[config.mk]
export PLATFORM = sky130hd
export DESIGN_NAME = bin_maxpool2x2
export DESIGN_NICKNAME = d
export VERILOG_FILES = /design/src/rtl/bin_maxpool2x2.sv
export SDC_FILE = /design/constraint.sdc
export NUM_CORES = 1
export LEC_CHECK = 0
export CAP_MARGIN = 20
export CORE_AREA = 8 8 128 130
export DETAILED_ROUTE_END_ITERATION = 8
export DIE_AREA = 0 0 136 138
export PLACE_DENSITY = 0.67
export SKIP_CTS_REPAIR_TIMING = 1
export SYNTH_ARGS = -nofsm -noshare
export SYNTH_HDL_FRONTEND = slang
export SYNTH_SLANG_ARGS = --single-unit
[constraint.sdc]
create_clock -name clk -period 5.6 [get_ports clk]
set_clock_uncertainty 0.2 [all_clocks]
set_input_delay 0.84 -clock clk [delete_from_list [all_inputs] [get_ports clk]]
set_output_delay 0.84 -clock clk [all_outputs]
set_load 0.03 [all_outputs]
[src/rtl/bin_maxpool2x2.sv]
// Binary 2x2 stride-2 max-pool: streams packed rows from the convolution output SRAM,
// ORs each 2x2 window and writes packed pooled rows, one word every two cycles.
//
// state | meaning
// IDLE  | waiting for pool_run; read/write addresses parked at 0
// READ  | issuing one row address per cycle across all images
// DRAIN | last address issued, waiting for the final pooled write
// FLUSH | degenerate run (no pairs or no images): one busy cycle, no traffic
module bin_maxpool2x2 #(
    parameter int ADDR_W = 12,
    parameter int DATA_W = 16
) (
    input  logic              clk,
    input  logic              reset_b,
    input  logic              pool_run,
    input  logic [4:0]        cfg_width,
    input  logic [7:0]        cfg_count,
    output logic              pool_busy,
    output logic [ADDR_W-1:0] pool_sram_read_address,
    input  logic [DATA_W-1:0] sram_pool_read_data,
    output logic [ADDR_W-1:0] pool_sram_write_address,
    output logic [DATA_W-1:0] pool_sram_write_data,
    output logic              pool_sram_write_enable
);

    localparam int WMAX = (DATA_W > 31) ? 31 : DATA_W;

    typedef enum logic [1:0] {
        IDLE  = 2'd0,
        READ  = 2'd1,
        DRAIN = 2'd2,
        FLUSH = 2'd3
    } state_t;

    state_t              state;
    logic [4:0]          width_eff;
    logic [4:0]          pairs;
    logic [ADDR_W-1:0]   last_row;
    logic [7:0]          count_m1;
    logic [ADDR_W-1:0]   row_cnt;
    logic [7:0]          img_cnt;
    logic [ADDR_W-1:0]   base;
    logic                rd_vld;
    logic                rd_is_b;
    logic                rd_last;
    logic                wr_last;
    logic [DATA_W-1:0]   a_hold;

    logic [4:0]          width_in;
    logic [4:0]          pairs_in;
    logic                degenerate;
    logic                last_addr;
    logic [ADDR_W-1:0]   base_next;
    logic [DATA_W-1:0]   or_ab;
    logic [DATA_W-1:0]   pooled;

    always_comb begin
        width_in   = (cfg_width > 5'(WMAX)) ? 5'(WMAX) : cfg_width;
        pairs_in   = width_in >> 1;
        degenerate = (pairs_in == 5'd0) || (cfg_count == 8'd0);
        last_addr  = (row_cnt == last_row) && (img_cnt == count_m1);
        base_next  = base + ADDR_W'(width_eff);
    end

    // Column pairs beyond the configured width are forced to zero.
    always_comb begin
        or_ab  = a_hold | sram_pool_read_data;
        pooled = '0;
        for (int j = 0; j < DATA_W / 2; j++) begin
            if (j < int'(pairs)) begin
                pooled[j] = or_ab[2*j] | or_ab[2*j+1];
            end
        end
    end

    always_ff @(posedge clk or negedge reset_b) begin
        if (!reset_b) begin
            state                   <= IDLE;
            pool_busy               <= 1'b0;
            pool_sram_read_address  <= '0;
            pool_sram_write_address <= '0;
            pool_sram_write_data    <= '0;
            pool_sram_write_enable  <= 1'b0;
            width_eff               <= '0;
            pairs                   <= '0;
            last_row                <= '0;
            count_m1                <= '0;
            row_cnt                 <= '0;
            img_cnt                 <= '0;
            base                    <= '0;
            rd_vld                  <= 1'b0;
            rd_is_b                 <= 1'b0;
            rd_last                 <= 1'b0;
            wr_last                 <= 1'b0;
            a_hold                  <= '0;
        end else begin
            rd_vld                 <= (state == READ);
            rd_is_b                <= row_cnt[0];
            rd_last                <= (state == READ) && last_addr;
            pool_sram_write_enable <= 1'b0;

            if (rd_vld && !rd_is_b) begin
                a_hold <= sram_pool_read_data;
            end
            if (rd_vld && rd_is_b) begin
                pool_sram_write_data   <= pooled;
                pool_sram_write_enable <= 1'b1;
                wr_last                <= rd_last;
            end
            if (pool_sram_write_enable) begin
                pool_sram_write_address <= pool_sram_write_address + ADDR_W'(1);
            end

            case (state)
                IDLE: begin
                    if (pool_run) begin
                        pool_busy               <= 1'b1;
                        width_eff               <= width_in;
                        pairs                   <= pairs_in;
                        last_row                <= ADDR_W'({pairs_in, 1'b0}) - ADDR_W'(1);
                        count_m1                <= cfg_count - 8'd1;
                        row_cnt                 <= '0;
                        img_cnt                 <= '0;
                        base                    <= '0;
                        pool_sram_read_address  <= '0;
                        pool_sram_write_address <= '0;
                        state                   <= degenerate ? FLUSH : READ;
                    end
                end
                READ: begin
                    if (row_cnt == last_row) begin
                        if (img_cnt == count_m1) begin
                            state <= DRAIN;
                        end else begin
                            row_cnt                <= '0;
                            img_cnt                <= img_cnt + 8'd1;
                            base                   <= base_next;
                            pool_sram_read_address <= base_next;
                        end
                    end else begin
                        row_cnt                <= row_cnt + ADDR_W'(1);
                        pool_sram_read_address <= pool_sram_read_address + ADDR_W'(1);
                    end
                end
                DRAIN: begin
                    // The final write is in flight this cycle; park both addresses.
                    if (pool_sram_write_enable && wr_last) begin
                        state                   <= IDLE;
                        pool_busy               <= 1'b0;
                        pool_sram_read_address  <= '0;
                        pool_sram_write_address <= '0;
                    end
                end
                FLUSH: begin
                    state     <= IDLE;
                    pool_busy <= 1'b0;
                end
                default: state <= IDLE;
            endcase
        end
    end

endmodule

# Word level (Yosys, flattened, before mapping)
# Index checks and enable logic that the tools add are counted.
# op_classes
eq_ne,11
order_cmp,9
reduce_logical,19
add_sub_neg,7
n_bitwise,9
n_mux,37
# op_table
op,count
$mux 12,10
$pmux 12 s2,3
$add 12x1->12 const B,3
$pmux 12 s3,1
$mux 8,3
$lt 3x4->1 const A,4
$or 16x16->16,1
$pmux 8 s2,1
$add 12x5->12,1
$eq 12x12->1,1
$reduce_and 4->1,3
$mux 1,11
$mux 2,5
$add 8x1->8 const B,1
$eq 8x8->1,1
$logic_not 8->1,1
$lt 1x4->1 const A,2
$lt 2x4->1 const A,2
$or 1x1->1,8
$pmux 2 s4,1
$sub 8x1->8 const B,1
$ne 2x2->1 const B,3
$reduce_and 3->1,2
$reduce_bool 3->1,2
15 further kinds,21
# word_totals
inputBits,32
register_bits,117
wordCells,110
output_inout_bits,42

# Longest topological paths before layout
# Gate-level depths: netlist (run 1).
# depth
word_depth,7
depth_mapped,9
depth_no_buf,8

# Worst setup path after synthesis (run 1)
# OpenSTA, ideal clock, no wires.
# synth_timing
kind,input -> register
start,input port pool_run
end,register row_cnt[11]
path_stages,7
t_arrival_ps,2160
required_time_ps,5281
path_buffers,1
setup_ps,119
slack_ps,3121
path_cell_list,o21ba_2 > buf_1 > nand4_1 > nor3_1 > o2111ai_1 > xnor2_1 > and2_1
# synth_between
elab_chain_len,2
# synth_rtl
item,line,source
from (decl),15,"input logic pool_run,"
$ne 2x2->1 (no source line),n/a,
$reduce_and 3->1 (no source line),n/a,
to (signal assigned),141,row_cnt <= row_cnt + ADDR_W'(1);
to (decl),40,logic [ADDR_W-1:0] row_cnt;
# Every way passes these cells.
# A chain may end at the register's enable or synchronous reset.

# Worst setup path in the final report (run 1)
# layout_timing
start,register last_row[10]
end,register base[11]
# layout_between
elab_chain_len,3
# layout_rtl
item,line,source
from (decl),38,logic [ADDR_W-1:0] last_row;
from (signal assigned),120,"last_row <= ADDR_W'({pairs_in, 1'b0}) - ADDR_W'(1);"
$eq 12x12->1,131,if (row_cnt == last_row) begin
$ne 2x1->1 (no source line),n/a,
$reduce_and 4->1 (no source line),n/a,
to (signal assigned),137,base <= base_next;
to (decl),42,logic [ADDR_W-1:0] base;
# Every way passes these cells.

==> impl_metrics.py, run 1 <==
metrics = {
    "synthesis": {
        "synth_area_mm2": 0.00557,
        "synth_flop_cell": "dfrtp_1",
        "synthArstFlopShare_pct": 100,
        "syn-instance-count": 566,
        "synth_edf_count": 0,
        "ys_ff_latch": 107,
        "synth-seq-area-share_pct": 48.1,
        "syn_area_per_cell_um2": 9.84,
        "synth.distinct_cells": 58,
        "synth_warnings": 0,
        "yosys.area.top_type": "dfrtp_1",
        "synth_top_cell_area_share_pct": 48.1,
        "synth_area_leaders": "dfrtp_1, xor2_1, nand2_1",
    },
    "power": {
        "clockPowerShare_pct": 21.6,
        "peakVddDrop_mv": 0.216,
        "power_mw": 3.30,
        "internal_power_mw": 2.03,
        "cellPowerDensity_mw_per_mm2": 493,
        "power_leakage_nw": 2.82,
        "switching_share_pct": 38.4,
        "p_switching_mw": 1.26,
        "pwr-share-seq_pct": 40.5,
        "combPwrFrac_pct": 37.8,
    },
    "drt": {
        "routed_wl_um": 12900,
        "drc_errors": 0,
        "viasPerCell": 5.34,
        "routedWlPerCell_um": 16.0,
        "ant_nets": 0,
        "routed-via-count": 4322,
        "dr.pass1.iters": 4,
        "drt_iter0_drc": 260,
    },
    "global_route": {
        "gr-total-overflow": 0,
        "antenna_found_initial": 0,
        "grt_pass1_vias": 4375,
        "grt_start_max_net_pins": 64,
        "grt.total_usage_pct": 14.1,
        "grt_pass1_wl_um": 21900,
    },
    "worst_hold_path": {
        "worstHoldPathCells": 2,
        "worstHoldPathType": "reg -> reg",
        "min_to": "pool_sram_write_data[2]",
        "min_from": "pool_sram_write_data[2]",
    },
    "setup_path": {
        "crit_family": "simple AND/OR/NAND/NOR gates",
        "path_max_fanout": 14,
        "required_ps": 5630,
        "worstRegToRegCells": 7,
        "timing.rr.start": "last_row[10]",
        "path_cells": "or4_1 -> o22a_1 -> nor3_2 -> a21oi_1 -> buf_4 -> nand2b_1 -> a22o_1",
        "crit_arrival_ps": 3360,
        "endpoint_kind": "flip-flop",
        "critPathKind": "reg -> reg",
        "slowest_delay_ps": 530,
        "cp-start-kind": "flip-flop",
        "critPathBufInv": 1,
        "slowest_stage": "or4_1",
        "ff2ff_setup_slack_ps": 2270,
        "reg2reg_to": "base[11]",
    },
    "final_layout": {
        "nFillCells": 1347,
        "num_antenna_cells": 0,
        "layout-drive-gt1-share_pct": 7.35,
        "nets": 667,
        "syn2layout_area_growth_pct": 19.9,
        "final_util_pct": 46.7,
    },
    "job": {
        "drv_cap": 0,
    },
    "timing": {
        "rsz0062_at_grt": "no",
        "hold_violations": 0,
        "finalCritPeriodShare_pct": 59.4,
        "slew_headroom_pct": 28.7,
        "fmax_mhz": 300,
        "period_needed_ps": 3330,
        "tightest_slew_ps": 1070,
        "timing.hold.ws_ps": 280,
        "tns_ps": 0,
        "finalSetupViolations": 0,
        "slew_violations": 0,
    },
    "placement": {
        "place_hpwl_um": 9420,
        "place_congestion": 0.836,
        "port-buffer-count": 65,
    },
    "floorplan": {
        "die_x_um": 136,
        "die_y_um": 138,
        "io_pins": 74,
        "row_count": 44,
        "dieArea_mm2": 0.0188,
        "core_area_mm2": 0.0143,
        "initial_core_util_pct": 38.9,
    },
    "clock_tree": {
        "htreeDepth": 3,
        "clockBufferDepth": 2,
        "tritoncts": "built",
        "insertion_delay_ps": 340,
        "cts_root_buf": "clkbuf_16",
        "cts_buffers": 9,
        "clock-sinks": 107,
        "cts.clk_slew.worst_paths_ps": 70,
    },
    "outcome": {
        "outcome": "complete, no violations",
    },
}
-- flip-flops by register name (all words and copies together), names as in the netlist --
register,count
img_cnt,8
rd_last,1
a_hold,16
pool_sram_write_address,12
pool_sram_read_address,12
rd_vld,1
width_eff,5
pool_sram_write_enable,1
count_m1,8
row_cnt,12
base,12
pool_sram_write_data,8
state,2
last_row,6
wr_last,1
pool_busy,1
rd_is_b,1
-- synthesized netlist by cell type, drive strengths merged, types with 5 or more instances --
library cell	count
nor2	46
xor2	27
a21oi	25
nand2b	11
and3	6
o21ai	39
nand4	6
nand2	62
buf	17
nor4	14
o211ai	5
ha	13
inv	12
o31ai	14
dfrtp	107
mux2	18
or4	7
xnor2	18
clkbuf	15
a22o	7
nor3	11
nand3	24
-- worst max-delay path by stage --
stage / from / endpoint / slack [ps] / depth (start not counted)
2_1_floorplan: pool_run / row_cnt[11] / 3120 / 7
6_report: last_row[10] / base[11] / 2270 / 7
3_5_place_dp: last_row[10] / base[11] / 2190 / 6
4_1_cts: last_row[10] / base[11] / 2150 / 6
3_3_place_gp: pool_run / pool_sram_read_address[10] / 1940 / 7
5_1_grt: last_row[10] / base[2] / 2090 / 7
-- power groups by stage --
stage	sequential, mW	combinational [mW]	clock (mW)
2_1_floorplan	1.42	0.734	0
3_3_place_gp	1.34	1.21	0
3_5_place_dp	1.35	1.25	0
4_1_cts	1.34	1.26	0.728
5_1_grt	1.39	1.38	0.756
6_report	1.34	1.25	0.713
-- cell usage in the layout (no fill, tap or decap), drive strengths merged, types with 3 or more instances in the layout --
cell type        n
inv             14
o22ai            3
xor2            27
clkdlybuf4s50   64
nand2b          11
nor4            14
o211ai           5
nor3            11
mux2            18
nor2b            3
or3              4
conb             8
nand4            6
ha              13
o21a             3
o31ai           14
xnor2           18
a22o             7
buf              5
dfrtp          107
or4              7
nand3           24
a211oi           3
a21oi           25
o21bai           3
a31oi            3
nand2           62
clkbuf          12
a21o             3
and3             6
nor2            46
o2bb2ai          3
o21ai           39
and4             3
mux2i            4
nor3b            4
-- layer usage --
layer  part of all wire, %  vias up  GRT usage [%]
li1                      -     2121              -
met1                    44     2086           17.7
met2                    48       99           23.4
met3                   5.9       16           3.08
met4                   1.6        0           4.63
met5                     0        -              0
-- through the flow --
stage / setup slack, ps / instances / cell area, µm²
final: 2270 / 810 / 6680
after global routing: 2090 / 810 / 6680
after CTS: 2150 / 809 / 6670
after detailed placement: 2190 / 793 / 6330
after global placement: 1940 / 792 / 6320
after floorplan: 3120 / 573 / 5600
-- cell type report --
cell class	count	area, µm²	area share (%)
Tap cell	184	230	3.45
Inverter	12	45.0	0.674
Multi-Input combinational cell	422	2710	40.5
Timing Repair Buffer	69	678	10.1
Clock inverter	4	77.6	1.16
Sequential cell	107	2680	40.1
Clock buffer	12	267	3.99
-- worst min-delay path: stages, from the launching register on --
cell and delay (ps):
dfrtp_1 340, nand2_1 50, o31ai_1 50
-- logic make-up after synthesis --
kind of cell | share of synthesized area [%]
AO/OA/AOI/OAI | 15.0
XOR/XNOR | 7.07
adder cells (fa/ha/maj) | 3.28
buffers and inverters | 3.93
flip-flops | 48.1
multiplexers | 4.36
other | 0.0673
AND/OR/NAND/NOR | 18.3
(Power assumes the default switching activity.)
==> inputs of run 2 (changes only) <==
- PLACE_DENSITY: 0.67 -> 0.69
- clock period: 5.6 -> 3.05 ns (I/O delays scaled with it)
==> run 2 against run 1 <==
The flow now finishes with violations (negative hold slack). Worst setup slack got worse by 2000 ps. Combinational power grew 86%. Utilization grew 0.39 points. Sequential share of layout area is 0.33 points lower. Wire length increased by 2.0%. Non-clock buffer count up 8. Clock-buffer cell count is 1 lower. Sequential cell count unchanged. Global-route usage increased by 0.37 points. Maximum frequency rose by 21%. Final cell count is 0.99% higher. Largest cell class unchanged. Largest power group unchanged.
==> impl_metrics.py, run 2 (same netlist as run 1, synthesis figures left out) <==
metrics = {
    "setup_path": {
        "slowest_delay_ps": 520,
        "timing.rr.start": "last_row[10]",
        "slowest_stage": "or4_1",
        "crit_arrival_ps": 2750,
        "cp-start-kind": "flip-flop",
        "worstRegToRegCells": 7,
        "path_cells": "or4_1 -> o22a_1 -> or3_1 -> buf_4 -> o21ai_4 -> mux2i_1 -> nor3_1",
        "path_max_fanout": 8,
        "ff2ff_setup_slack_ps": 310,
        "reg2reg_to": "row_cnt[2]",
        "required_ps": 3050,
        "critPathKind": "reg -> reg",
        "endpoint_kind": "flip-flop",
    },
    "final_layout": {
        "nets": 675,
        "layout_common_cells": "dfrtp_1, clkdlybuf4s50_1, nand2_1, nor2_1, o21ai_0",
        "largest_reg_flops": 16,
        "design_area_mm2": 0.00674,
        "final_cells": 818,
        "syn2layout_area_growth_pct": 20.9,
        "num_antenna_cells": 0,
        "layout-drive-gt1-share_pct": 8.36,
        "final_util_pct": 47.1,
        "layout_commonest_cell": "dfrtp_1",
        "top_register": "a_hold",
    },
    "floorplan": {
        "row_count": 44,
        "dieArea_mm2": 0.0188,
        "die_x_um": 136,
        "initial_core_util_pct": 38.9,
        "die_y_um": 138,
        "io_pins": 74,
        "core_area_mm2": 0.0143,
    },
    "clock_tree": {
        "cts.clk_slew.worst_paths_ps": 70,
        "tritoncts": "built",
        "insertion_delay_ps": 350,
        "clockBufferDepth": 2,
        "cts_buffers": 9,
        "htreeDepth": 3,
        "cts_root_buf": "clkbuf_16",
        "clock-sinks": 107,
    },
    "timing": {
        "slew_violations": 0,
        "hold_violations": 2,
        "finalCritPeriodShare_pct": 90.0,
        "tns_ps": 0,
        "slew_headroom_pct": 45.8,
        "tightest_slew_ps": 811,
        "period_needed_ps": 2740,
        "postLayoutSetupSlackWorst_ps": 306,
        "timing.hold.ws_ps": -3.88,
        "rsz0062_at_grt": "no",
        "finalSetupViolations": 0,
        "fmax_mhz": 364,
    },
    "global_route": {
        "antenna_found_initial": 0,
        "grt_pass1_wl_um": 22400,
        "grt.total_usage_pct": 14.4,
        "grt_start_max_net_pins": 64,
        "gr-total-overflow": 0,
        "grt_pass1_vias": 4504,
    },
    "placement": {
        "port-buffer-count": 65,
        "dpl.cell_count": 802,
        "placement.cell_area_mm2": 0.00641,
        "dp_slack_ps": 335,
        "place_hpwl_um": 9880,
        "place_congestion": 0.839,
    },
    "drt": {
        "dr.pass1.iters": 5,
        "drt_iter0_drc": 257,
        "ant_nets": 0,
        "routedWlPerCell_um": 16.1,
        "routed-via-count": 4393,
        "drc_errors": 0,
        "viasPerCell": 5.37,
        "routed_wl_um": 13200,
    },
    "power": {
        "power_leakage_nw": 2.85,
        "cellPowerDensity_mw_per_mm2": 897,
        "peakVddDrop_mv": 0.347,
    },
    "outcome": {
        "violations": "negative hold slack",
        "outcome": "finished, violations left",
    },
    "job": {
        "drv_cap": 0,
    },
    "worst_hold_path": {
        "worstHoldPathType": "in -> async",
    },
}
-- run 2: report_power, final --
group	total [mW]	switching [mW]	internal (mW)
sequential	2.46	0.534	1.92
combinational	2.33	1.29	1.04
clock	1.26	0.516	0.747
-- run 2: metrics by stage --
step | total power, mW | hold WS, ps
after floorplan | 3.95 | -38.1
after global placement | 4.72 | 260
after detailed placement | 4.81 | 273
after CTS | 6.10 | 29.9
after global routing | 6.47 | 73.6
final | 6.05 | -3.88
-- run 2: how the worst max path moves through the flow --
stage | start | to | slack [ps] | depth (start not counted)
6_report | last_row[10] | row_cnt[2] | 310 | 7
5_1_grt | last_row[10] | pool_sram_read_address[0] | 190 | 6
4_1_cts | last_row[10] | row_cnt[10] | 320 | 7
3_5_place_dp | last_row[10] | row_cnt[2] | 330 | 7
3_3_place_gp | last_row[10] | row_cnt[2] | 370 | 7
2_1_floorplan | last_row[10] | row_cnt[6] | 620 | 8
-- run 2: cell type report --
class	count	area, µm²
well taps	184	230
clock inverters	5	85.1
flip-flops and latches	107	2680
multi-input cells	422	2710
clock buffers	11	243
fillers	1328	7580
repair buffers	77	751
inverters	12	45.0
-- run 2: per-layer routing --
layer | track usage, % | share of wire [%]
met5 | 0 | 0
met4 | 4.68 | 1.6
met3 | 2.75 | 6.1
met2 | 23.9 | 49
met1 | 18.4 | 43
-- run 2: critical path, delay by kind of cell, from the launching register on --
family / cells / cell delay, ps
AO/OA/AOI/OAI: 2 / 450
flip-flops: 1 / 410
AND/OR/NAND/NOR: 3 / 1080
multiplexers: 1 / 210
buffers and inverters: 1 / 240
